**config.mk**
```make
export PLATFORM = sky130hd
export DESIGN_NAME = rx_frame_buffer_ctrl
export DESIGN_NICKNAME = d
export VERILOG_FILES = /design/src/rtl/rx_frame_buffer_pkg.sv /design/src/rtl/rx_frame_buffer_mem.sv /design/src/rtl/rx_frame_buffer_ctrl.sv
export SDC_FILE = /design/constraint.sdc
export NUM_CORES = 1
export LEC_CHECK = 0
export CAP_MARGIN = 20
export CORE_ASPECT_RATIO = 1.2
export CORE_MARGIN = 8
export CORE_UTILIZATION = 48
export DETAILED_ROUTE_END_ITERATION = 8
export PLACE_DENSITY = 0.69
export SYNTH_ARGS = -nofsm -noshare
export SYNTH_HDL_FRONTEND = slang
export SYNTH_SLANG_ARGS = --single-unit
```
**constraint.sdc**
```tcl
create_clock -name clk -period 2 [get_ports clk]
set_input_delay 0.5 -clock clk [delete_from_list [all_inputs] [get_ports clk]]
set_output_delay 0.5 -clock clk [all_outputs]
set_load 0.01 [all_outputs]
```
**src/rtl/rx_frame_buffer_pkg.sv**
```systemverilog
// ----------------------------------------------------------------------------
// rx_frame_buffer_pkg : shared state encoding and constants for the rx buffer
// Rev 1.0
// ----------------------------------------------------------------------------
`default_nettype none

package rx_frame_buffer_pkg;

  localparam int DROP_W = 8;

  typedef enum logic [1:0] {
    IDLE    = 2'd0,
    RECV    = 2'd1,
    DISCARD = 2'd2,
    HOLD    = 2'd3
  } state_e;

endpackage : rx_frame_buffer_pkg

`default_nettype wire

```
**src/rtl/rx_frame_buffer_mem.sv**
```systemverilog
// ----------------------------------------------------------------------------
// rx_frame_buffer_mem : DEPTH x DATA_WIDTH 1W/1R synchronous RAM, registered read
// Rev 1.0
// ----------------------------------------------------------------------------
`default_nettype none

module rx_frame_buffer_mem
  import rx_frame_buffer_pkg::*;
#(
  parameter  int DATA_WIDTH = 8,
  parameter  int DEPTH      = 16,
  localparam int AW         = $clog2(DEPTH)
) (
  input  logic                  clk,
  input  logic                  rst,
  input  logic                  we_i,
  input  logic [AW-1:0]         waddr_i,
  input  logic [DATA_WIDTH-1:0] wdata_i,
  input  logic                  re_i,
  input  logic [AW-1:0]         raddr_i,
  output logic [DATA_WIDTH-1:0] rdata_o
);

  logic [DATA_WIDTH-1:0] mem_q [DEPTH];
  logic [DATA_WIDTH-1:0] rdata_q;

  // Array kept reset-free so it can map onto a RAM macro.
  always_ff @(posedge clk) begin
    if (we_i) begin
      mem_q[waddr_i] <= wdata_i;
    end
  end

  always_ff @(posedge clk) begin
    if (rst) begin
      rdata_q <= '0;
    end else if (re_i) begin
      rdata_q <= mem_q[raddr_i];
    end
  end

  assign rdata_o = rdata_q;

endmodule : rx_frame_buffer_mem

`default_nettype wire

```
**src/rtl/rx_frame_buffer_ctrl.sv**
```systemverilog
// ----------------------------------------------------------------------------
// rx_frame_buffer_ctrl : buffers one rx frame, drops bad ones, hands it out
// Rev 1.0
// ----------------------------------------------------------------------------
`default_nettype none

module rx_frame_buffer_ctrl
  import rx_frame_buffer_pkg::*;
#(
  parameter  int DATA_WIDTH = 8,
  parameter  int DEPTH      = 16,
  localparam int CW         = $clog2(DEPTH + 1)
) (
  input  logic                  clk,
  input  logic                  rst,
  input  logic                  enable,
  input  logic                  in_soc,
  input  logic                  in_eoc,
  input  logic                  in_error,
  input  logic                  in_data_valid,
  input  logic [DATA_WIDTH-1:0] in_data,
  input  logic [2:0]            in_data_bits,
  output logic                  frame_valid,
  output logic [CW-1:0]         frame_bytes,
  output logic [2:0]            frame_last_bits,
  input  logic                  rd_en,
  output logic [DATA_WIDTH-1:0] rd_data,
  output logic                  rd_valid,
  output logic                  rd_last,
  input  logic                  frame_release,
  output logic                  busy,
  output logic [DROP_W-1:0]     drop_count
);

  localparam int          AW       = $clog2(DEPTH);
  localparam logic [CW-1:0] DEPTH_C = CW'(DEPTH);

  state_e              state_q, state_d;
  logic [CW-1:0]       count_q, count_d;
  logic [CW-1:0]       rd_ptr_q, rd_ptr_d;
  logic [2:0]          last_bits_q, last_bits_d;
  logic [DROP_W-1:0]   drop_q, drop_d;
  logic                rd_valid_q, rd_valid_d;
  logic                rd_last_q, rd_last_d;
  logic                drop_inc;
  logic                mem_we;
  logic                mem_re;
  logic                room;

  assign room = (count_q < DEPTH_C);

  always_ff @(posedge clk) begin
    if (rst) begin
      state_q     <= IDLE;
      count_q     <= '0;
      rd_ptr_q    <= '0;
      last_bits_q <= '0;
      drop_q      <= '0;
      rd_valid_q  <= 1'b0;
      rd_last_q   <= 1'b0;
    end else begin
      state_q     <= state_d;
      count_q     <= count_d;
      rd_ptr_q    <= rd_ptr_d;
      last_bits_q <= last_bits_d;
      drop_q      <= drop_d;
      rd_valid_q  <= rd_valid_d;
      rd_last_q   <= rd_last_d;
    end
  end

  always_comb begin
    state_d     = state_q;
    count_d     = count_q;
    rd_ptr_d    = rd_ptr_q;
    last_bits_d = last_bits_q;
    rd_valid_d  = 1'b0;
    rd_last_d   = 1'b0;
    drop_inc    = 1'b0;
    mem_we      = 1'b0;
    mem_re      = 1'b0;

    unique case (state_q)
      IDLE: begin
        if (in_soc && enable) begin
          state_d = RECV;
          count_d = '0;
        end
      end

      RECV: begin
        if (in_soc) begin
          count_d  = '0;
          drop_inc = 1'b1;
        end else if (in_eoc) begin
          if (in_error) begin
            state_d  = IDLE;
            drop_inc = 1'b1;
          end else if (in_data_valid) begin
            if (room) begin
              mem_we      = 1'b1;
              count_d     = count_q + CW'(1);
              last_bits_d = in_data_bits;
              rd_ptr_d    = '0;
              state_d     = HOLD;
            end else begin
              state_d  = IDLE;
              drop_inc = 1'b1;
            end
          end else if (count_q == '0) begin
            state_d  = IDLE;
            drop_inc = 1'b1;
          end else begin
            last_bits_d = 3'd0;
            rd_ptr_d    = '0;
            state_d     = HOLD;
          end
        end else if (in_error) begin
          state_d  = DISCARD;
          drop_inc = 1'b1;
        end else if (in_data_valid) begin
          if (room) begin
            mem_we  = 1'b1;
            count_d = count_q + CW'(1);
          end else begin
            state_d  = DISCARD;
            drop_inc = 1'b1;
          end
        end
      end

      DISCARD: begin
        if (in_soc) begin
          state_d = RECV;
          count_d = '0;
        end else if (in_eoc) begin
          state_d = IDLE;
        end
      end

      HOLD: begin
        if (rd_en && (rd_ptr_q != count_q)) begin
          mem_re     = 1'b1;
          rd_valid_d = 1'b1;
          rd_last_d  = (rd_ptr_q == count_q - CW'(1));
          rd_ptr_d   = rd_ptr_q + CW'(1);
        end
        // A release may hand straight over to the next frame's soc.
        if (frame_release) begin
          rd_ptr_d    = '0;
          last_bits_d = 3'd0;
          if (in_soc && enable) begin
            state_d = RECV;
            count_d = '0;
          end else begin
            state_d = IDLE;
          end
        end else if (in_soc) begin
          drop_inc = 1'b1;
        end
      end

      default: state_d = IDLE;
    endcase

    drop_d = (drop_inc && (drop_q != '1)) ? drop_q + DROP_W'(1) : drop_q;
  end

  rx_frame_buffer_mem #(
    .DATA_WIDTH (DATA_WIDTH),
    .DEPTH      (DEPTH)
  ) u_mem (
    .clk     (clk),
    .rst     (rst),
    .we_i    (mem_we),
    .waddr_i (count_q[AW-1:0]),
    .wdata_i (in_data),
    .re_i    (mem_re),
    .raddr_i (rd_ptr_q[AW-1:0]),
    .rdata_o (rd_data)
  );

  assign frame_valid     = (state_q == HOLD);
  assign frame_bytes     = (state_q == HOLD) ? count_q : '0;
  assign frame_last_bits = last_bits_q;
  assign rd_valid        = rd_valid_q;
  assign rd_last         = rd_last_q;
  assign busy            = (state_q != IDLE);
  assign drop_count      = drop_q;

`ifndef SYNTHESIS
  a_soc_exclusive: assert property (@(posedge clk) disable iff (rst)
    in_soc |-> !(in_eoc || in_error || in_data_valid));
  a_eoc_partial: assert property (@(posedge clk) disable iff (rst)
    (in_eoc && in_data_valid) |-> (in_data_bits != 3'd0));
`endif

endmodule : rx_frame_buffer_ctrl

`default_nettype wire

```
==> results.yml, run 1 <==
route:
  met2_wirelength_um: 7965
  avgRoutedWirePerCell_um: 20.97
  totalWireLength_um: 15810
  top_signal_layer_used: "met4"
  drtPass1Iterations: 5
  met3WireLength_um: 833
  met1Wirelength_um: 6648
  total_number_of_vias: 4335
  drt_iter0_markers: 363
  route.antenna.remaining_nets: 0
  drc: 0
  vias_per_cell: 5.749
worst_setup_path:
  timing.critical_path.to_type: "register"
  criticalPathCategory: "reg2reg"
  rr_startpoint: "count_q[0]"
  worstSetupEndpoint: "rd_ptr_q[2]"
  maximum_fanout_along_the_worst_path: 5
  rr_worst_depth: 7
  r2r-end: "rd_ptr_q[2]"
  cp_slowest_stage_delay_ps: 470
  critical_path_arrival_ps: 2270
  crit_chain: "inv_1, ha_4, nor3b_4, a211o_1, and2_4, or4_1, a21boi_1"
  regToRegSetupSlack_ps: 70
  critPathLaunchType: "register"
  number_of_stages_on_the_worst_setup_path: 7
  worst_ep_required_time_ps: 2340
  path_buf_inv: 1
  worst_path_max_delay_cell: "or4_1"
  critical-path-top-delay-family: "simple AND/OR/NAND/NOR gates"
  critical_path.startpoint: "count_q[0]"
logic_synthesis:
  synth_largest_area_cell: "edfxtp_1"
  synth.cells.most_frequent: "edfxtp_1 (128), nor2_1 (36), dfxtp_1 (33), mux2i_1 (33), nand2_1 (21)"
  ys.flop_type: "edfxtp_1"
  yosys_register_bits: 161
  postSynthAreaPerCell_um2: 15.23
  synthesis.area_um2: 6917
  netlist_top_cells_area: "edfxtp_1 (56%), dfxtp_1 (9.6%), mux2i_1 (4.8%)"
  library_cells_used_by_synthesis: 67
  postSynthNetCount: 481
  synthesized_instance_count: 454
  yosysSeqAreaShare_pct: 65.12
  number_of_enable_type_register_cells_in_the_synthesized_netlist: 128
  ys_async_sr_fraction_pct: 0
  yosys_warnings: 0
  synth.top_cell.area_share_pct: 55.57
  synthMostInstantiatedCell: "edfxtp_1"
outcome:
  status: "finished clean"
global_routing:
  grt_pass1_wl_um: 24170
  maximum_number_of_pins_on_one_net_before_global_route_repair: 21
  antenna_found_initial: 0
  grt.overflow.total: 0
  grt_pass1_vias: 4304
  gr-usage-all-layers_pct: 17.39
power:
  static-leakage-power_uw: 0.002930
  peakVddDrop_uv: 563.7
  power_uw: 7218
  power.density_nw_per_um2: 833.6
cts:
  worst_skew_pair.late_latency_ps: 420
  cts.sinks: 161
  cts_tree: "done"
  cts_buffer_depth: 2
  clkSlewWorstSetupHoldPaths_ps: 60
  cts_buffers: 17
  ctsRootBufferMaster: "clkbuf_16"
  h-tree-depth: 4
sta:
  layout_setup_ws_ps: 70.19
  finalMaxSlewViolations: 0
  setup-violations-final: 0
  grt_setup_unrepaired: "false"
  finalHoldViolations: 0
  clock.fmax_mhz: 518.2
  worstMarginPinSlew_ps: 712.8
  clock_skew_ps: 10.99
  finalWorstPathRequiredPeriod_ps: 1930
  maxSlewHeadroom_pct: 52.33
  timing.final.crit_share_pct: 96.49
min_path:
  whs_path_depth: 1
  min_path_type: "reg2reg"
die:
  total_core_area_um2: 14230
  chipWidth_um: 125.6
  die_height_um: 147.5
  die-area_um2: 18520
  row_cnt: 48
  top_level_ports: 48
  starting_density_of_the_core_pct: 48.59
placed_design:
  post-dp-hpwl_um: 11140
  gpl_congestion: 0.8957
  detailedPlace.worstSlack_ps: -377.8
  placedInstanceArea_um2: 7985
  io_buffer_count: 47
finish:
  antenna-diode-count: 0
  fill_cells: 1077
  final_area_um2: 8660
  final_net_count: 593
  area_growth_syn_to_layout_pct: 25.20
  final_layout_size_suffix_gt1_share_pct: 24.70
job:
  cap_violations: 0
## flip-flops by register name, summed over array words and instances, names as in the netlist
register         count
state_q              2
count_q              5
rd_valid             1
rd_last              1
drop_count           8
rd_ptr_q             5
u_mem.rdata_o        8
frame_last_bits      3
u_mem.mem_q        128
## worst min-delay path by stage
| stage | startpoint | endpoint | slack (ps) |
|---|---|---|---|
| finish | u_mem.rdata_o[0] | u_mem.rdata_o[0] | 470 |
| global route | u_mem.rdata_o[0] | u_mem.rdata_o[0] | 480 |
| CTS | u_mem.rdata_o[0] | u_mem.rdata_o[0] | 480 |
| detailed placement | u_mem.rdata_o[5] | u_mem.rdata_o[5] | 460 |
| global placement | u_mem.rdata_o[3] | u_mem.rdata_o[3] | 460 |
| floorplan | rd_ptr_q[4] | rd_ptr_q[4] | 460 |
## placed cells by master, fill, tap and decap left out, drive strengths merged, types with 14 or more instances in the layout
cell	count
mux2i	33
dfxtp	33
clkdlybuf4s50	39
edfxtp	128
buf	68
nand2	22
a22oi	14
nor2	37
clkbuf	18
mux4	18
## final cells by class
class	instances	area [µm²]	area share, %
Clock inverter	14	177.7	2.052
Sequential cell	161	4526	52.26
Multi-Input combinational cell	266	2277	26.30
Timing Repair Buffer	115	1012	11.69
Inverter	5	18.77	0.2167
Tap cell	175	219.0	2.529
Clock buffer	18	429.2	4.956
## per-stage QoR
stage / hold WS [ps] / setup TNS (ps) / std cells / util (%)
floorplan: 455.9 / 0 / 454 / -
global placement: 455.9 / -45770 / 719 / 56.10
detailed placement: 462.2 / -46670 / 719 / 56.10
CTS: 478.6 / 0 / 754 / 60.57
global route: 481.9 / 0 / 754 / 60.84
finish: 472.5 / 0 / 754 / 60.84
## per-layer routing
layer  up-vias  GRT usage, %
met4         0         7.383
met3        20         4.432
met2       127         28.93
met5         -             0
li1       2008             -
met1      2180         21.08
## timing repair
item,4_1_cts,5_1_grt
hold buffers,0,0
hold endpoints to repair,0,0
resized for setup,16,10
endpoints found under the setup margin,13,141
pin swaps,0,2
buffers inserted,3,0
## power breakdown
group          internal, µW  total (µW)  switching [µW]  leakage, µW
Combinational           127         272             145      0.00121
Sequential             3610        3620            9.50      0.00142
Clock                  1990        3320            1330     0.000294
Total                  5730        7220            1490      0.00293
## kinds of logic after synthesis
group	share of synthesized area, %
flops	65.12
simple gates	9.551
compound gates	8.068
mux	11.34
buf+inv	2.623
xor+xnor	2.026
fa+ha+maj	1.266
(Power assumes the default switching activity.)
==> run 2, diff against run 1 <==
Settings changed: SETUP_SLACK_MARGIN set to 0.5.
==> run 2 against run 1 <==
Design area rose by 8.2%. Final cell count up 3.3%. Via count grew 4.0%. Hold slack gained 3.7 ps. Highest routed layer unchanged. Die area unchanged. Sequential power about the same. Critical path type unchanged. First-iteration DRC count decreased by 14%. Routed wire length rose by 10%. Total power down 4.3%.
==> results.yml, run 2 (synthesized netlist as in run 1, its figures left out) <==
sta:
  grt_setup_unrepaired: "true"
  finalWorstPathRequiredPeriod_ps: 1821
  timing.final.crit_share_pct: 91.03
  setup-violations-final: 0
  finalMaxSlewViolations: 0
  maxSlewHeadroom_pct: 51.79
  clock_skew_ps: 5.280
  worstMarginPinSlew_ps: 720.9
  finalHoldViolations: 0
  clock.fmax_mhz: 549.3
  finalHoldWorstSlack_ps: 476.2
power:
  static-leakage-power_uw: 0.003152
  peakVddDrop_uv: 947.0
  power_uw: 6905
  power.density_nw_per_um2: 737.1
cts:
  cts_tree: "done"
  cts_buffer_depth: 2
  h-tree-depth: 4
  clkSlewWorstSetupHoldPaths_ps: 60
  ctsRootBufferMaster: "clkbuf_16"
  cts_buffers: 17
  worst_skew_pair.late_latency_ps: 430
  cts.sinks: 161
global_routing:
  antenna_found_initial: 0
  gr-usage-all-layers_pct: 19.29
  grt.overflow.total: 0
  grt-busiest-layer: "met2"
  grt_util_met1_pct: 21.81
  grt_pass1_wl_um: 27000
  met3_usage_pct: 5.153
  grt_use_met2_pct: 33.32
  maximum_number_of_pins_on_one_net_before_global_route_repair: 20
  grt_pass1_vias: 4886
outcome:
  status: "finished clean"
worst_setup_path:
  worst_ep_required_time_ps: 2310
  maximum_fanout_along_the_worst_path: 6
  critPathLaunchType: "register"
  r2r-end: "rd_ptr_q[4]"
  rr_worst_depth: 7
  critical_path_arrival_ps: 2130
  timing.critical_path.to_type: "register"
  criticalPathCategory: "reg2reg"
  rr_startpoint: "rd_ptr_q[0]"
  regToRegSetupSlack_ps: 180
route:
  total_number_of_vias: 4507
  drt_iter0_markers: 311
  avgRoutedWirePerCell_um: 22.36
  vias_per_cell: 5.786
  drtPass1Iterations: 5
  totalWireLength_um: 17420
  drc: 0
  route.antenna.remaining_nets: 0
die:
  chipWidth_um: 125.6
  die_height_um: 147.5
  total_core_area_um2: 14230
  top_level_ports: 48
  row_cnt: 48
  starting_density_of_the_core_pct: 48.59
  die-area_um2: 18520
min_path:
  min_path_type: "reg2reg"
  whs_path_depth: 1
  hold_path_end: "u_mem.rdata_o[3]"
  hold_path_startpoint: "u_mem.rdata_o[3]"
finish:
  final_common_cell: "edfxtp_1"
  final_net_count: 618
  area_growth_syn_to_layout_pct: 35.44
  final_layout_size_suffix_gt1_share_pct: 45.20
  number_of_flip_flops_under_the_largest_register_name: 128
  final_area_um2: 9368
  antenna-diode-count: 0
  most_flop_heavy_register: "u_mem.mem_q"
  layout_common_cells: "edfxtp_1 (128), buf_4 (70), mux2i_1 (28)"
  finalCoreUtilization_pct: 65.81
  final-instance-count-excl-fill: 779
placed_design:
  io_buffer_count: 47
  placedInstanceArea_um2: 8061
  gpl_congestion: 0.8652
  post-dp-hpwl_um: 11450
  placedCellCount: 705
job:
  cap_violations: 0
## run 2: cell type report
| type | count | area (µm²) |
|---|---|---|
| clock buffers | 17 | 425.4 |
| repair buffers | 140 | 1229 |
| fillers | 972 | 4866 |
| multi-input cells | 266 | 2801 |
| well taps | 175 | 219.0 |
| flip-flops and latches | 161 | 4554 |
| clock inverters | 15 | 110.1 |
| inverters | 5 | 28.78 |
## run 2: stage by stage
step / setup TNS (ps) / worst slack, ps
2_1_floorplan: 0 / 270.8
5_1_grt: 0 / 114.3
3_5_place_dp: -49880 / -367.9
6_report: 0 / 179.4
4_1_cts: 0 / 189.3
3_3_place_gp: -46190 / -344.1
## run 2: power by group
group / internal [µW] / switching [µW] / leakage, µW
Clock: 1590 / 1310 / 0.000254
Sequential: 3600 / 11.5 / 0.00143
Combinational: 188 / 197 / 0.00147
Total: 5380 / 1520 / 0.00315
## run 2: per-layer routing
| layer | wire (µm) | vias up | part of all wire (%) |
|---|---|---|---|
| li1 | - | 2051 | - |
| met1 | 6856 | 2247 | 39 |
| met2 | 8996 | 169 | 52 |
| met3 | 1110 | 40 | 6.4 |
| met4 | 452 | 0 | 2.6 |
| met5 | 0 | - | 0 |
## run 2: what timing repair did
item                       CTS  global route
setup endpoints to repair  189           178
hold endpoints to repair     0             0
gates resized for setup    193            41
pin swaps                   36            30
hold buffers                 0             0
gates cloned                 1             1
buffers inserted            28            12
## run 2: worst max-delay path, stage by stage, from the launching register on
cell and delay [ps]:
dfxtp_4 390, buf_6 150, xor2_2 150, or4_4 490, o32ai_4 210, buf_6 160
nor4_4 30, mux2i_1 110
## run 2: how the worst max path moves through the flow
stage | startpoint | to | slack (ps) | depth (start not counted)
finish | rd_ptr_q[0] | rd_ptr_q[4] | 180 | 7
global route | rd_ptr_q[0] | rd_ptr_q[4] | 110 | 7
CTS | rd_ptr_q[0] | u_mem.rdata_o[5] | 190 | 4
detailed placement | in_data_valid | u_mem.mem_q[11][3] | -370 | 5
global placement | in_data_valid | u_mem.mem_q[2][3] | -340 | 5
floorplan | rd_ptr_q[0] | u_mem.rdata_o[2] | 270 | 5
